[src/rtl/icache_line_server_pkg.sv]
// Shared definitions for the instruction cache and its SDRAM line server:
// line-server state encoding, the RISC-V NOP filler word and the default
// cache line length.
package icache_line_server_pkg;

  localparam int          DEFAULT_LINE_WORDS = 16;
  localparam logic [31:0] NOP_INSN           = 32'h0000_0013;

  typedef enum logic [1:0] {
    IDLE   = 2'd0,
    FETCH  = 2'd1,
    STREAM = 2'd2,
    GAP    = 2'd3
  } line_state_e;

endpackage

[src/rtl/icache_line_server_line_buffer.sv]
// Line buffer for icache_line_server: LINE_WORDS x 32 register file with one
// write port (memory return side) and one combinational read port (stream
// side). Contents are intentionally not reset.
module icache_line_server_line_buffer #(
  parameter int LINE_WORDS = 16
) (
  input  logic                          clk,
  input  logic                          wr_en_i,
  input  logic [$clog2(LINE_WORDS)-1:0] wr_idx_i,
  input  logic [31:0]                   wr_data_i,
  input  logic [$clog2(LINE_WORDS)-1:0] rd_idx_i,
  output logic [31:0]                   rd_data_o
);

  logic [31:0] words_q [LINE_WORDS];

  // Capture each returned word at its position in the line.
  always_ff @(posedge clk) begin
    if (wr_en_i) begin
      words_q[wr_idx_i] <= wr_data_i;
    end
  end

  assign rd_data_o = words_q[rd_idx_i];

endmodule

[src/rtl/icache_line_server.sv]
// icache_line_server: fetches one aligned cache line word-by-word from the
// SDRAM controller into a line buffer, then streams it to the instruction
// cache for LINE_WORDS back-to-back cycles followed by one idle gap cycle.
// Optional feature: define ICACHE_RESP_TIMEOUT_EN to add a fetch watchdog that
// replaces a stuck line with LINE_WORDS NOP words after TIMEOUT_CYC cycles
// without a memory return.
module icache_line_server
  import icache_line_server_pkg::*;
#(
  parameter int LINE_WORDS  = DEFAULT_LINE_WORDS,
  parameter int ADDR_W      = 21,
  parameter int TIMEOUT_CYC = 255
) (
  input  logic              sdram_clk,
  input  logic              reset_n,
  input  logic              icache_ren,
  input  logic [ADDR_W-1:0] icache_addr,
  output logic [31:0]       line_data,
  output logic              line_ack,
  output logic              mem_rd,
  output logic [ADDR_W-1:0] mem_addr,
  input  logic              mem_busy,
  input  logic              mem_rvalid,
  input  logic [31:0]       mem_rdata
);

  localparam int               IDX_W    = $clog2(LINE_WORDS);
  localparam int               CNT_W    = IDX_W + 1;
  localparam logic [CNT_W-1:0] FULL_CNT = CNT_W'(LINE_WORDS);

  line_state_e       state_q, state_d;
  logic [ADDR_W-1:0] base_q, base_d;
  logic [CNT_W-1:0]  issue_q, issue_d;
  logic [CNT_W-1:0]  ret_q, ret_d;
  logic [CNT_W-1:0]  out_q, out_d;
  logic              nop_fill_q, nop_fill_d;
  logic              buf_we;
  logic              timeout_hit;
  logic [31:0]       buf_rd_data;

`ifdef ICACHE_RESP_TIMEOUT_EN
  localparam int WD_W = $clog2(TIMEOUT_CYC + 1);
  logic [WD_W-1:0] wd_q, wd_d;

  // Watchdog register: consecutive FETCH cycles without a memory return.
  always_ff @(posedge sdram_clk or negedge reset_n) begin
    if (!reset_n) wd_q <= '0;
    else          wd_q <= wd_d;
  end

  // Count up while fetching and starved; any return or other state restarts it.
  always_comb begin
    wd_d = '0;
    if (state_q == FETCH && !mem_rvalid) wd_d = wd_q + 1'b1;
  end

  assign timeout_hit = (state_q == FETCH) && !mem_rvalid &&
                       (wd_q == WD_W'(TIMEOUT_CYC - 1));
`else
  // No watchdog: a fetch waits for its returns indefinitely. A non-positive
  // limit would be meaningless, so this term is constant zero in practice.
  assign timeout_hit = (TIMEOUT_CYC < 0);
`endif

  // State and counter registers; everything returns to idle on reset.
  always_ff @(posedge sdram_clk or negedge reset_n) begin
    if (!reset_n) begin
      state_q    <= IDLE;
      base_q     <= '0;
      issue_q    <= '0;
      ret_q      <= '0;
      out_q      <= '0;
      nop_fill_q <= 1'b0;
    end else begin
      state_q    <= state_d;
      base_q     <= base_d;
      issue_q    <= issue_d;
      ret_q      <= ret_d;
      out_q      <= out_d;
      nop_fill_q <= nop_fill_d;
    end
  end

  // Next-state logic, memory request generation and buffer write enable.
  always_comb begin
    state_d    = state_q;
    base_d     = base_q;
    issue_d    = issue_q;
    ret_d      = ret_q;
    out_d      = out_q;
    nop_fill_d = nop_fill_q;
    buf_we     = 1'b0;
    mem_rd     = 1'b0;
    case (state_q)
      IDLE: begin
        issue_d    = '0;
        ret_d      = '0;
        out_d      = '0;
        nop_fill_d = 1'b0;
        if (icache_ren) begin
          base_d  = {icache_addr[ADDR_W-1:IDX_W], {IDX_W{1'b0}}};
          state_d = FETCH;
        end
      end
      FETCH: begin
        mem_rd = (issue_q != FULL_CNT);
        if (mem_rd && !mem_busy) issue_d = issue_q + 1'b1;
        // Returns beyond a full line are stray and dropped.
        if (mem_rvalid && ret_q != FULL_CNT) begin
          buf_we = 1'b1;
          ret_d  = ret_q + 1'b1;
        end
        if (ret_q == FULL_CNT) state_d = STREAM;
        if (timeout_hit) begin
          state_d    = STREAM;
          issue_d    = '0;
          ret_d      = '0;
          nop_fill_d = 1'b1;
        end
      end
      STREAM: begin
        out_d = out_q + 1'b1;
        if (out_q == FULL_CNT - 1'b1) state_d = GAP;
      end
      GAP: begin
        state_d = IDLE;
      end
      default: begin
        state_d = IDLE;
      end
    endcase
  end

  icache_line_server_line_buffer #(
    .LINE_WORDS (LINE_WORDS)
  ) u_line_buffer (
    .clk       (sdram_clk),
    .wr_en_i   (buf_we),
    .wr_idx_i  (ret_q[IDX_W-1:0]),
    .wr_data_i (mem_rdata),
    .rd_idx_i  (out_q[IDX_W-1:0]),
    .rd_data_o (buf_rd_data)
  );

  // Word address wraps naturally at ADDR_W bits.
  assign mem_addr  = mem_rd ? (base_q + ADDR_W'(issue_q)) : '0;
  assign line_ack  = (state_q == STREAM);
  assign line_data = (line_ack && !nop_fill_q) ? buf_rd_data : NOP_INSN;

endmodule

[config.mk]
export PLATFORM = sky130hd
export DESIGN_NAME = icache_line_server
export DESIGN_NICKNAME = d
export VERILOG_FILES = /design/src/rtl/icache_line_server_pkg.sv /design/src/rtl/icache_line_server_line_buffer.sv /design/src/rtl/icache_line_server.sv
export SDC_FILE = /design/constraint.sdc
export NUM_CORES = 1
export LEC_CHECK = 0
export CELL_PAD_IN_SITES_DETAIL_PLACEMENT = 1
export CELL_PAD_IN_SITES_GLOBAL_PLACEMENT = 1
export CORE_UTILIZATION = 40
export CTS_CLUSTER_SIZE = 40
export DETAILED_ROUTE_END_ITERATION = 10
export HOLD_SLACK_MARGIN = 0.06
export PLACE_DENSITY = 0.72
export SLEW_MARGIN = 0
export SYNTH_ARGS = -nofsm -noshare
export SYNTH_HDL_FRONTEND = slang
export SYNTH_SLANG_ARGS = --single-unit
[constraint.sdc]
create_clock -name sdram_clk -period 7.5 [get_ports sdram_clk]
set_clock_uncertainty 0.2 [all_clocks]
set_input_delay 1.875 -clock sdram_clk [delete_from_list [all_inputs] [get_ports sdram_clk]]
set_output_delay 1.875 -clock sdram_clk [all_outputs]
set_load 0.01 [all_outputs]
==> flow_summary.ini <==
[status]
status = finished clean

[final_layout]
fillCellCount = 4797
nNetsFinal = 1256
n_antenna_cell = 0
stdcell_area_um2 = 25100
drive_above_1_share_pct = 21.3
layout_common_cells = edfxtp_1 (512), mux4_2 (120), clkdlybuf4s50_1 (108)
area_growth_pct = 17.6
utilization_pct = 47.7
layout_commonest_cell = edfxtp_1

[logic_synthesis]
ys_seq_area_share_pct = 76.0
synth-seq-cells = 546
ys_types = 36
syn_avg_cell_area_um2 = 20.5
synth-main-ff-cell = edfxtp_1
synth_cells = 1041
synthesis.nets = 1113
synth_area_leaders = edfxtp_1 (72%), mux4_2 (13%), dfrtp_1 (4.0%)
syn_area_um2 = 21300
yosysWarningCount = 0
yosysTopAreaCell = edfxtp_1
synth_edf_count = 512
synth-async-reset-ratio_pct = 6.23
yosys.area.top_type_share_pct = 72.0

[placement]
place_area_um2 = 23300
dp_hpwl_um = 26500
port_buffers = 108
finalWeightedCongestion = 0.757
place_ws_ns = 2.18

[detailed_routing]
viasPerCell = 5.49
post_drt_wl_per_cell_um = 25.0
firstDrtPassIters = 5
num_vias = 10500
drcViolationCount = 0
initialDrtViolationCount = 878
ant_nets = 0
drt_wl_total_um = 47900

[power]
power_density_nw_per_um2 = 322
vdd_drop_max_mv = 0.187
leakagePower_nw = 7.99

[clock_network]
clockBufferDepth = 3
cts_tree = done
clk_pin_slew_ns = 0.07
clkSinkCount = 546
cts_hold_buf = 0
clockRootBuffer = clkbuf_16
post_cts_buffers = 0
clk_latency_ns = 0.61
cts_resized = 0
cts_made_buffers = 55
cts_htree_levels = 2

[sta]
tightest_slew_ns = 1.19
setup-violations-final = 0
rsz0062_at_grt = no
setup_tns_ns = 0
maxSlewViolCount = 0
max_slew_margin_pct = 20.2
fmax_ghz = 0.167
post-route-period-util_pct = 79.6
finalCriticalPeriod_ns = 5.97
setup_ws_ns = 1.53
hold_viol = 0

[global_routing]
grt_pass1_wl_um = 71900
grt_max_degree = 65
globalRoute.totalOverflow = 0
grt_pass1_vias = 11500
grt.total_usage_pct = 18.2
antenna_found_initial = 1

[critical_path]
cp_max_fo = 12
critPathKind = reg -> out
cp-end-kind = primary output
critPathRequiredTime_ns = 5.43
r2r.worst_path.cells = 6
worstPathArrival_ns = 3.90
critPathLaunchType = flip-flop
path_cells = inv_1 > ha_1 > nand2b_1 > nor2_1 > a22oi_1 > nand2_1 > clkdlybuf4s50_1
cp_slowest_cell = nor2_1
critical-path-max-stage-delay_ns = 0.97

[hold_path]
hold_depth = 2
hp-class = reg -> reg

[floorplan]
pin_count = 113
row_count = 84
die_area_um2 = 54300
design.core.area_um2 = 52700
start_util_pct = 40.5
dieHeight_um = 233
die_w_um = 233

[job]
maxCapViolCount = 0
[registers in the layout, indices dropped and copies added, names as in the netlist]
name / count
issue_q: 5
out_q: 5
state_q: 2
base_q: 17
ret_q: 5
u_line_buffer.words_q: 512
[synth_stat cells (8+ instances only)]
| master | n |
|---|---|
| ha_1 | 14 |
| xor2_1 | 10 |
| dfrtp_1 | 34 |
| mux2i_1 | 21 |
| a22oi_1 | 50 |
| xnor2_1 | 8 |
| nand2_1 | 51 |
| nor2_1 | 41 |
| buf_6 | 9 |
| a221oi_1 | 8 |
| mux4_2 | 120 |
| o21ai_0 | 19 |
| clkbuf_1 | 26 |
| inv_1 | 15 |
| mux2_2 | 18 |
| a21oi_1 | 8 |
| nand3_1 | 13 |
| edfxtp_1 | 512 |
[power by group]
part	total, mW	switching (mW)	internal [mW]
Clock	2.68	1.14	1.54
Sequential	3.66	0.187	3.47
Combinational	1.76	0.844	0.913
[critical path: cells and delay by family (launching register included)]
family,cells,cell delay (ns)
AND/OR/NAND/NOR,3,1.47
flip-flops,1,0.38
AO/OA/AOI/OAI,1,0.31
buffers and inverters,2,0.68
adder cells (fa/ha/maj),1,0.43
[metal layers]
layer  GRT usage [%]  part of all wire (%)  vias up
met4            5.15                   2.0        2
li1                -                     -     4563
met1            24.3                    43     5625
met5               0                 0.027        -
met2            30.6                    50      245
met3            3.16                   4.5       73
[final cells by class]
| class | instances | area, µm² | area share [%] |
|---|---|---|---|
| well taps | 688 | 861 | 3.43 |
| clock inverters | 32 | 323 | 1.29 |
| flip-flops and latches | 546 | 16200 | 64.7 |
| multi-input cells | 432 | 4890 | 19.5 |
| repair buffers | 134 | 1290 | 5.14 |
| inverters | 15 | 56.3 | 0.224 |
| clock buffers | 66 | 1440 | 5.73 |
[path summary, 6_finish.rpt]
kind,start,end,slack (ns)
min,out_q[4],out_q[4],0.28
max in group asynchronous,reset_n,out_q[1],5.24
min in group asynchronous,reset_n,issue_q[1],1.49
min reg2reg,out_q[4],out_q[4],0.28
max reg2reg,state_q[1],u_line_buffer.words_q[6][8],4.33
max,state_q[0],line_data[2],1.53
[metrics by stage]
stage	total power [mW]	hold slack, ns	std cells
after floorplan	4.87	0.250	1041
after global placement	5.47	0.265	1815
after detailed placement	5.51	0.273	1815
after CTS	8.20	0.286	1913
after global routing	8.44	0.345	1913
final	8.09	0.278	1913
[kinds of logic after synthesis]
kind of cell               synth area share [%]
DFF                                        76.0
muxes                                      14.6
and+or+nand+nor                            3.11
AOI/OAI and AO/OA                          3.14
buffers and inverters                      1.55
xor gates and xnor gates                  0.739
adders and majority gates                 0.821
No activity file was read; power rests on OpenSTA's default activity.
